===== src/rtl/branch_target_predictor.sv =====
// rtl/branch_target_predictor.sv - direct-mapped BTB with 2-bit direction counters; BTP_STATS_EN adds update statistics
module branch_target_predictor #(
  parameter int         ENTRIES  = 16,
  parameter int         PC_W     = 32,
  parameter logic [1:0] CTR_INIT = 2'b10
) (
  input  logic            CLK,
  input  logic            nRST,
  input  logic [PC_W-1:0] lookup_pc,
  output logic            predict_hit,
  output logic            predict_taken,
  output logic [PC_W-1:0] predict_target,
  input  logic            update_en,
  input  logic [PC_W-1:0] update_pc,
  input  logic            update_taken,
  input  logic [PC_W-1:0] update_target,
  input  logic            update_mispredict,
  output logic            busy
`ifdef BTP_STATS_EN
  ,
  output logic [31:0]     stat_lookups,
  output logic [31:0]     stat_hits,
  output logic [31:0]     stat_mispredicts
`endif
);

  localparam int IDX_W = $clog2(ENTRIES);
  localparam int TAG_W = PC_W - IDX_W - 2;

  typedef enum logic {IDLE, SWEEP} state_t;

  state_t             state, next_state;
  logic [IDX_W-1:0]   sweep_idx;
  logic [ENTRIES-1:0] valid;
  logic [TAG_W-1:0]   tag_mem    [ENTRIES];
  logic [PC_W-1:0]    target_mem [ENTRIES];
  logic [1:0]         ctr_mem    [ENTRIES];

  logic [IDX_W-1:0]   l_idx, u_idx;
  logic [TAG_W-1:0]   l_tag, u_tag;
  logic               u_hit, upd_fire;
  logic               unused_bits;

  assign unused_bits = ^{update_pc[1:0], update_mispredict};

  assign l_idx = lookup_pc[IDX_W+1:2];
  assign l_tag = lookup_pc[PC_W-1:IDX_W+2];
  assign u_idx = update_pc[IDX_W+1:2];
  assign u_tag = update_pc[PC_W-1:IDX_W+2];

  assign busy     = (state == SWEEP);
  assign u_hit    = valid[u_idx] && (tag_mem[u_idx] == u_tag);
  // The reset cycle drops any update presented alongside it.
  assign upd_fire = update_en && !busy && !nRST;

  always_comb begin
    predict_hit    = 1'b0;
    predict_taken  = 1'b0;
    predict_target = lookup_pc + PC_W'(4);
    if (!busy && valid[l_idx] && (tag_mem[l_idx] == l_tag)) begin
      predict_hit = 1'b1;
      if (ctr_mem[l_idx][1]) begin
        predict_taken  = 1'b1;
        predict_target = target_mem[l_idx];
      end
    end
  end

  always_comb begin
    next_state = state;
    if (state == SWEEP && sweep_idx == IDX_W'(ENTRIES - 1)) next_state = IDLE;
  end

  always_ff @(posedge CLK) begin
    if (nRST) begin
      state     <= SWEEP;
      sweep_idx <= '0;
    end else begin
      state     <= next_state;
      if (state == SWEEP) sweep_idx <= sweep_idx + IDX_W'(1);
    end
  end

  always_ff @(posedge CLK) begin
    if (state == SWEEP) valid[sweep_idx] <= 1'b0;
    else if (upd_fire && !u_hit && update_taken) valid[u_idx] <= 1'b1;
  end

  // Payload storage carries no reset; the valid bit guards it.
  always_ff @(posedge CLK) begin
    if (upd_fire) begin
      if (u_hit) begin
        if (update_taken) begin
          target_mem[u_idx] <= update_target;
          if (ctr_mem[u_idx] != 2'b11) ctr_mem[u_idx] <= ctr_mem[u_idx] + 2'b01;
        end else if (ctr_mem[u_idx] != 2'b00) begin
          ctr_mem[u_idx] <= ctr_mem[u_idx] - 2'b01;
        end
      end else if (update_taken) begin
        tag_mem[u_idx]    <= u_tag;
        target_mem[u_idx] <= update_target;
        ctr_mem[u_idx]    <= CTR_INIT;
      end
    end
  end

`ifdef BTP_STATS_EN
  always_ff @(posedge CLK) begin
    if (nRST) begin
      stat_lookups     <= '0;
      stat_hits        <= '0;
      stat_mispredicts <= '0;
    end else if (upd_fire) begin
      stat_lookups <= stat_lookups + 32'd1;
      if (u_hit) stat_hits <= stat_hits + 32'd1;
      if (update_mispredict) stat_mispredicts <= stat_mispredicts + 32'd1;
    end
  end
`endif

endmodule


===== config.mk =====
export PLATFORM = sky130hd
export DESIGN_NAME = branch_target_predictor
export DESIGN_NICKNAME = d
export VERILOG_FILES = /design/src/rtl/branch_target_predictor.sv
export SDC_FILE = /design/constraint.sdc
export NUM_CORES = 1
export LEC_CHECK = 0
export CORE_MARGIN = 2
export CORE_UTILIZATION = 39
export DETAILED_ROUTE_END_ITERATION = 16
export PLACE_DENSITY_LB_ADDON = 0.12
export SETUP_SLACK_MARGIN = 0.2
export SYNTH_ARGS = -nofsm -noshare
export SYNTH_HDL_FRONTEND = slang
export SYNTH_SLANG_ARGS = --single-unit

===== constraint.sdc =====
create_clock -name CLK -period 13.12 [get_ports CLK]
set_input_delay 2.624 -clock CLK [delete_from_list [all_inputs] [get_ports CLK]]
set_output_delay 2.624 -clock CLK [all_outputs]
set_load 0.02 [all_outputs]

==> results of run 1 <==
-- worst reg2reg max path: cells and delay by family, from the launching register on --
kind               cells  cell delay [ps]
DFF                    1              380
and+or+nand+nor        5             1850
muxes                  2             1000
AOI/OAI and AO/OA      1              830
-- worst max-delay path by stage --
| stage | cells after the start | slack, ps | endpoint |
|---|---|---|---|
| finish | 12 | 3160 | predict_target[11] |
| global route | 12 | 2790 | predict_target[31] |
| floorplan | 8 | 4860 | predict_target[0] |
| CTS | 11 | 3110 | predict_target[11] |
| global placement | 12 | 3070 | predict_target[11] |
| detailed placement | 11 | 3130 | predict_target[11] |
-- power by group through the flow --
| stage | Sequential, mW | Combinational [mW] | Clock (mW) |
|---|---|---|---|
| final | 3.45 | 0.507 | 3.10 |
| after global routing | 3.45 | 0.537 | 3.28 |
| after CTS | 3.45 | 0.511 | 3.16 |
| after detailed placement | 3.52 | 0.508 | 0 |
| after global placement | 3.52 | 0.502 | 0 |
| after floorplan | 3.52 | 0.292 | 0 |
-- registers in the layout (all words and copies together), names as in the netlist --
name and flops:
ctr_mem 32, target_mem 512, valid 16, busy 1, sweep_idx 4, tag_mem 416
-- Yosys cell counts, types with 5 or more instances --
| cell type | number | share of area [%] |
|---|---|---|
| clkbuf_1 | 56 | 0.48 |
| nor2b_1 | 11 | 0.16 |
| o21ai_0 | 20 | 0.23 |
| nor3b_1 | 5 | 0.086 |
| ha_1 | 5 | 0.14 |
| a221oi_1 | 6 | 0.12 |
| nand2_1 | 81 | 0.69 |
| mux2_2 | 56 | 1.4 |
| buf_1 | 23 | 0.20 |
| and4_1 | 5 | 0.10 |
| nor3_1 | 34 | 0.39 |
| nor2_1 | 47 | 0.40 |
| a22o_1 | 16 | 0.32 |
| nand3_1 | 20 | 0.23 |
| inv_1 | 16 | 0.14 |
| nand2b_1 | 14 | 0.20 |
| a22oi_1 | 9 | 0.15 |
| a31oi_1 | 5 | 0.071 |
| buf_2 | 38 | 0.43 |
| a21oi_1 | 41 | 0.47 |
| nor4_1 | 12 | 0.17 |
| mux2i_1 | 152 | 3.5 |
| edfxtp_1 | 976 | 67 |
| mux4_2 | 354 | 18 |
| nor4_2 | 11 | 0.31 |
| nand4_1 | 16 | 0.23 |
| dfxtp_1 | 5 | 0.23 |
| buf_6 | 12 | 0.31 |
| and3_1 | 13 | 0.19 |
| xnor2_1 | 52 | 1.0 |
| xor2_1 | 18 | 0.36 |
| buf_4 | 7 | 0.12 |
| o22ai_1 | 14 | 0.20 |
-- per-stage QoR --
step / instance area (sq um) / instances / util (%) / power, mW / worst slack (ps)
floorplan: 43750 / 2227 / - / 3.811 / 4859
global placement: 46930 / 3771 / 42.28 / 4.021 / 3068
detailed placement: 46930 / 3771 / 42.28 / 4.028 / 3127
CTS: 50540 / 3963 / 45.54 / 7.122 / 3113
global route: 50540 / 3963 / 45.54 / 7.268 / 2793
finish: 50540 / 3963 / 45.54 / 7.063 / 3163
-- metal layers --
metal,vias to the layer above,wire [microns],track usage [%]
met5,-,100,0
met4,16,3263,6.417
met3,199,9805,5.283
met2,916,62370,36.20
met1,12600,53780,29.93
li1,9720,-,-
-- logic make-up after synthesis --
family | share of synthesized area [%]
xor gates and xnor gates | 1.401
adders and majority gates | 0.1430
AOI/OAI and AO/OA | 2.508
DFF | 67.22
and+or+nand+nor | 3.638
buffers and inverters | 1.833
muxes | 23.26
-- final cells by class --
cell class	count	area share [%]
tap	1488	3.684
multi-input combinational	1088	27.22
inverter	18	0.1386
clock buffer	121	5.318
timing repair buffer	196	3.620
sequential	981	58.19
clock inverter	71	1.830
==> out/qor.txt, run 1 <==
status: completed
Req. time, crit path: 10500 ps
CTS Hold Bufs: 0
Vert. Die Dim: 338.9 microns
kind of critical path: input pin to output pin
Total GRT Usage: 22.28%
initial antenna violation count: 8
Synth Instances: 2227
Worst R2R Setup Slack: 8730 ps
Register Area: 29410 sq um
Area Growth Syn to Fin: 15.51%
Starting Density: 39.43%
Psw: 1.574 mW
CTS tree: done
Routability Congestion: 0.8162
Clock Sinks: 981
global-route wire length before repair: 181.6 mm
Largest stage delay, worst path: 670 ps
Reg power frac: 48.9%
worst hold path type: register to register
post-synth net total: 2333
Antenna Cells: 0
Top Ports: 136
Max IR drop VDD: 0.09750 mV
hold path endpoint: sweep_idx[0]
cts bufs inserted: 105
critical path data arrival time: 7330 ps
Root Buffer: clkbuf_16
number of I/O port buffers: 132
most frequent cells in the layout: edfxtp_1, mux4_2, mux2i_1
final setup fails: 0
Routed WL per cell: 32.63 microns
DRT Wirelength: 129.3 mm
layout cells sized above 1: 28.24%
CP Buf/Inv Count: 4
Hold Path Cell Cnt: 2
global route overflow: 0
Fillers: 9385
crit-path max FO: 74
CTS max path bufs: 3
Yosys cell types: 76
worst r2r dst: ctr_mem[0][1]
min cycle time layout: 9957 ps
clk slew on worst S/H paths: 60 ps
top_reg_cell synth: edfxtp_1
1st-pass router iterations: 5
Logic pwr share: 7.2%
R2R Path Start: tag_mem[10][9]
CP endpoint kind: output pin
Hold Path Origin: sweep_idx[0]
vias per inst: 5.916
htree depth: 3
PwrDens: 139.8 nW/um^2
Post-DRT Antenna Nets: 0
Net Sw Frac: 22.29%
die area: 114900 sq um
slowest CP cell: buf_8
num rows: 122
total number of vias: 23450
synthesized area per cell: 19.65 sq um
Max Cap Viol: 0
footprint of the multi-input gates: 13760 sq um
clk_lat worst skew: 710 ps
relative slew slack: 11.93%
crit path launch: lookup_pc[2]
largest net degree at the start of global routing: 90
Clock Skews: 58.01 ps
Yosys warning count: 0
DRT iter0 DRCs: 2389
detailed placer's ending HPWL: 73.78 mm
RSZ-0062 raised after global routing: false
Die Wd: 338.9 microns
Final Cycle Share: 75.89%
Post-synth EDFFs: 976
number of setup buffers added after CTS: 0
CP delay by family, top: buffers and inverters
Worst Max-Slew Pin Slew: 1284 ps
fin. max-slew vios: 0
Clock Power Share: 43.9%
drt drc: 0
endpoints failing hold: 0
f_max: 100.4 MHz
ys async rst share: 0%
Int Power: 5.488 mW
critical-path cell list: buf_8, buf_12, mux4_2, mux2i_1, nand2_1, a32oi_1, nand4_1, nor4_1, nand4_1, buf_4, mux2_2, clkdlybuf4s50_1
Leak: 15.94 nW
Setup TNS: 0 ps
startpoint types: input pin
sequential-to-total area share from yosys stat: 67.22%
Yosys reg bits: 981
synthesized area: 43750 sq um
post_cts resized: 0
R2R depth: 8
vias in the first global route: 24290
CP dominant cell by count: nand4_1
commonest non-fill, non-tap cell in the layout: edfxtp_1
Final #Nets: 2496
Core ar.: 111000 sq um
Hold Slack: 583.4 ps
No activity file was read; power rests on OpenSTA's default activity.
==> run 2, diff against run 1 <==
==> constraint.sdc (replaced) <==
create_clock -name CLK -period 9.5 [get_ports CLK]
set_input_delay 1.9 -clock CLK [delete_from_list [all_inputs] [get_ports CLK]]
set_output_delay 1.9 -clock CLK [all_outputs]
set_load 0.02 [all_outputs]
==> run 2 against run 1 <==
Effect of this change:
- first-iteration DRC count rose by 3.3%
- critical path type unchanged
- highest routed layer unchanged
- hold slack improved by 11 ps
- sequential share of layout area rose by 0.097 points
- clock skew fell by 26 ps
- sequential power rose by 38%
==> out/qor.txt, run 2 (same netlist as run 1, synthesis figures left out) <==
detailed placer's ending HPWL: 75.23 mm
endpoints failing hold: 0
CTS tree: done
relative slew slack: 11.20%
final setup fails: 0
kind of critical path: input pin to output pin
global-route wire length before repair: 183.9 mm
global route overflow: 0
Clock Skews: 31.64 ps
dpl cells: 3785
critical path data arrival time: 6150 ps
Final Cycle Share: 84.70%
Core ar.: 111000 sq um
min cycle time layout: 8046 ps
Met1 Wirelength: 56.10 mm
DRT Wirelength: 130.3 mm
commonest non-fill, non-tap cell in the layout: edfxtp_1
CTS Hold Bufs: 0
vias in the first global route: 24350
largest registers: target_mem (512), tag_mem (416), ctr_mem (32)
Starting Density: 39.43%
f_max: 124.3 MHz
DRT iter0 DRCs: 2469
number of I/O port buffers: 132
met3 wire length: 9.350 mm
highest metal used: met5
fin. max-slew vios: 0
Vert. Die Dim: 338.9 microns
Post-DRT Antenna Nets: 0
status: completed
Setup TNS: 0 ps
Routability Congestion: 0.8371
met2 WL: 62.04 mm
post_cts resized: 0
cts bufs inserted: 105
CP endpoint kind: output pin
PwrDens: 189.3 nW/um^2
number of setup buffers added after CTS: 0
Max Cap Viol: 0
drt drc: 0
1st-pass router iterations: 5
Most flops, register: target_mem
Root Buffer: clkbuf_16
Die Wd: 338.9 microns
Max IR drop VDD: 0.1457 mV
Leak: 15.93 nW
Largest register FFs: 512
Final #Nets: 2510
htree depth: 3
clk_lat worst skew: 700 ps
crit-path max FO: 70
post-route insts no fill: 3980
Clock Sinks: 981
startpoint types: input pin
num rows: 122
die area: 114900 sq um
Worst Max-Slew Pin Slew: 1322 ps
Area Growth Syn to Fin: 15.32%
worst hold path type: register to register
Req. time, crit path: 7600 ps
Routed WL per cell: 32.73 microns
most frequent cells in the layout: edfxtp_1, mux4_2, mux2i_1
Top Ports: 136
vias per inst: 5.938
clk slew on worst S/H paths: 60 ps
total number of vias: 23640
Total GRT Usage: 22.50%
initial antenna violation count: 10
largest net degree at the start of global routing: 85
CTS max path bufs: 3
layout cells sized above 1: 28.03%
RSZ-0062 raised after global routing: false
==> run 2: through the flow <==
step | utilization, % | total power [mW] | instance area (sq um) | worst slack [ps] | hold slack, ps
2_1_floorplan | - | 5.263 | 43750 | 2687 | 528.9
3_3_place_gp | 42.37 | 5.554 | 47020 | 1361 | 553.2
3_5_place_dp | 42.37 | 5.563 | 47020 | 1356 | 581.1
4_1_cts | 45.46 | 9.633 | 50450 | 1338 | 587.2
5_1_grt | 45.46 | 9.827 | 50450 | 1113 | 637.4
6_report | 45.46 | 9.551 | 50450 | 1454 | 594.3
==> run 2: layout make-up <==
class / count / area (sq um)
timing repair buffer: 210 / 1922
multi-input combinational: 1088 / 13760
inverter: 18 / 70.07
sequential: 981 / 29410
antenna: 2 / 5.005
clock inverter: 67 / 703.2
tap: 1488 / 1862
clock buffer: 126 / 2728
fill: 9468 / 60520
==> run 2: power by group <==
part	switching, mW	internal [mW]	leakage, nW	total, mW
clock network	1.71	2.37	1.66	4.08
registers	0.00351	4.77	8.85	4.77
logic	0.410	0.289	5.41	0.699
total	2.12	7.43	15.9	9.55
==> run 2: path summary, 6_finish.rpt <==
| path | from | end | slack, ps | depth (start not counted) |
|---|---|---|---|---|
| setup / recovery | lookup_pc[2] | predict_target[10] | 1450 | 11 |
| hold / removal | sweep_idx[0] | sweep_idx[0] | 590 | 2 |
| setup reg to reg | tag_mem[7][22] | ctr_mem[0][0] | 5160 | 8 |
| hold reg to reg | sweep_idx[0] | sweep_idx[0] | 590 | 2 |
==> run 2: metal layers <==
metal	track usage, %	up-vias
met2	35.90	917
met4	5.176	14
met3	4.385	177
met1	32.00	12770
met5	0	-
li1	-	9762
==> run 2: worst max-delay path, cell delays in order <==
cell and delay, ps:
buf_8 620, mux4_2 650, mux2i_1 180, xnor2_1 150, o32ai_1 480, nand4_1 210, nor4_1 390, nand4_1 120
buf_4 320, mux2_2 340, clkdlybuf4s50_1 670
==> run 3, diff against run 2 <==
==> constraint.sdc (replaced) <==
create_clock -name CLK -period 6.7 [get_ports CLK]
set_input_delay 1.34 -clock CLK [delete_from_list [all_inputs] [get_ports CLK]]
set_output_delay 1.34 -clock CLK [all_outputs]
set_load 0.02 [all_outputs]
==> run 3 against run 2 <==
Effect of this change:
- sequential power increased by 42%
- critical path type unchanged
- critical path depth increased by 1
- via count increased by 1.2%
- hold slack got worse by 18 ps
- sequential share of layout area decreased by 0.72 points
- count of clock-buffer cells in the layout decreased by 1
- first-iteration DRC count decreased by 1.1%
- critical endpoint is now predict_target[13]
- utilization increased by 0.57 points
- setup slack got worse by 1100 ps
- wire length increased by 0.73%
- cell count increased by 1.6%
- die area unchanged
- largest power group unchanged
==> out/qor.txt, run 3 (same netlist as run 1, synthesis figures left out) <==
status: completed
most frequent cells in the layout: edfxtp_1, mux4_2, mux2i_1
fin. max-slew vios: 0
Max Cap Viol: 0
critical path data arrival time: 5020 ps
total number of vias: 23920
num rows: 122
Reg power frac: 49.5%
kind of critical path: input pin to output pin
Root Buffer: clkbuf_16
footprint of the multi-input gates: 13770 sq um
dpl cells: 3847
Area Growth Syn to Fin: 16.76%
PwrDens: 267.3 nW/um^2
min cycle time layout: 6356 ps
crit-path max FO: 27
endpoints failing hold: 0
number of I/O port buffers: 132
Int Power: 10.55 mW
Fillers: 9439
number of setup buffers added after CTS: 0
Largest register FFs: 512
clk_lat worst skew: 730 ps
Setup TNS: 0 ps
Req. time, crit path: 5360 ps
Logic pwr share: 7.5%
Register Area: 29410 sq um
global-route wire length before repair: 186.4 mm
vias in the first global route: 24870
Routed WL per cell: 32.46 microns
Post-DRT Antenna Nets: 0
Leak: 16.29 nW
Core ar.: 111000 sq um
clk slew on worst S/H paths: 60 ps
RSZ-0062 raised after global routing: false
layout cells sized above 1: 30.50%
CP endpoint kind: output pin
worst hold path type: register to register
Clock Sinks: 981
Routability Congestion: 0.8514
largest net degree at the start of global routing: 52
CP dominant cell by count: buf_4
critical-path cell list: buf_6, buf_4, mux4_2, mux2i_1, a22o_1, a221oi_1, o211ai_1, o31ai_1, nand4_1, buf_4, mux2_2, clkdlybuf4s50_1
DRT iter0 DRCs: 2441
CP delay by family, top: buffers and inverters
detailed placer's ending HPWL: 80.36 mm
Hold Slack: 575.9 ps
CP Buf/Inv Count: 4
Clock Power Share: 43.0%
DRT Wirelength: 131.2 mm
commonest non-fill, non-tap cell in the layout: edfxtp_1
post-route insts no fill: 4043
total power: 13.65 mW
Vert. Die Dim: 338.9 microns
CTS max path bufs: 3
initial antenna violation count: 9
Max IR drop VDD: 0.2696 mV
drt drc: 0
Psw: 3.109 mW
htree depth: 3
CTS tree: done
relative slew slack: 32.30%
startpoint types: input pin
Most flops, register: target_mem
largest registers: target_mem (512), tag_mem (416), ctr_mem (32)
f_max: 157.3 MHz
slowest CP cell: clkdlybuf4s50_1
Final Cycle Share: 94.86%
Final #Nets: 2573
Worst Max-Slew Pin Slew: 1013 ps
Worst R2R Setup Slack: 2590 ps
Largest stage delay, worst path: 640 ps
1st-pass router iterations: 5
final setup fails: 0
Starting Density: 39.43%
Die Wd: 338.9 microns
cts bufs inserted: 106
Top Ports: 136
Final Cell Area: 51080 sq um
die area: 114900 sq um
Clock Skews: 70.77 ps
Net Sw Frac: 22.77%
Total GRT Usage: 22.69%
global route overflow: 0
vias per inst: 5.917
Cell Area, Placed: 47560 sq um
==> run 3: cell types whose count changed in the layout (fill, tap and decap cells not counted), moves of 2 or more <==
cell / before / now
buf_4: 79 / 135
clkinv_1: 31 / 18
buf_12: 1 / 8
clkinvlp_4: 2 / 9
clkdlybuf4s50_1: 125 / 121
clkinv_4: 1 / 5
buf_6: 2 / 5
diode_2: 2 / 4
==> run 3: final timing paths <==
check / from / cells past startpoint / end
max reg2reg: tag_mem[10][9] / 10 / ctr_mem[4][0]
max: lookup_pc[4] / 12 / predict_target[13]
min reg2reg: sweep_idx[1] / 2 / sweep_idx[1]
min: sweep_idx[1] / 2 / sweep_idx[1]
==> run 3: what timing repair did <==
item | 4_1_cts | 5_1_grt
setup endpoints to repair | 0 | 29
gates resized for setup | 0 | 5
hold buffers | 0 | 0
==> run 3: final cells by class <==
cell class              count  share of cell area (%)
flip-flops and latches    981                   57.57
multi-input cells        1088                   26.95
clock buffers             125                   5.332
repair buffers            272                   4.847
well taps                1488                   3.645
clock inverters            67                   1.501
inverters                  18                  0.1372
diodes                      4                 0.01959
==> run 3: stage by stage <==
stage                     util, %  setup slack (ps)
after floorplan                 -              1007
after global placement      42.86             185.0
after detailed placement    42.86             242.4
after CTS                   46.00             223.1
after global routing        46.02             211.3
final                       46.03             344.1
==> run 3: routing by layer <==
layer  wire length (microns)  GRT usage [%]  up-vias  part of all wire [%]
li1                        -              -     9876                     -
met5                      69              0        -                 0.053
met1                   55610          31.54    13000                    42
met2                   64270          37.32      872                    49
met4                    2803          5.259       10                   2.1
met3                    8471          3.976      171                   6.5
==> run 3: power by group through the flow <==
| stage | Combinational (mW) | Clock [mW] | Sequential, mW |
|---|---|---|---|
| 3_5_place_dp | 1.03 | 0 | 6.89 |
| 3_3_place_gp | 1.02 | 0 | 6.89 |
| 6_report | 1.02 | 5.87 | 6.76 |
| 5_1_grt | 1.09 | 6.22 | 6.76 |
| 4_1_cts | 1.03 | 5.99 | 6.76 |
| 2_1_floorplan | 0.572 | 0 | 6.89 |
==> run 3: tightest hold or removal path, cell delays in order, from the launching register on <==
cell and delay [ps]:
dfxtp_1 340, mux2i_1 140, nor2_1 50
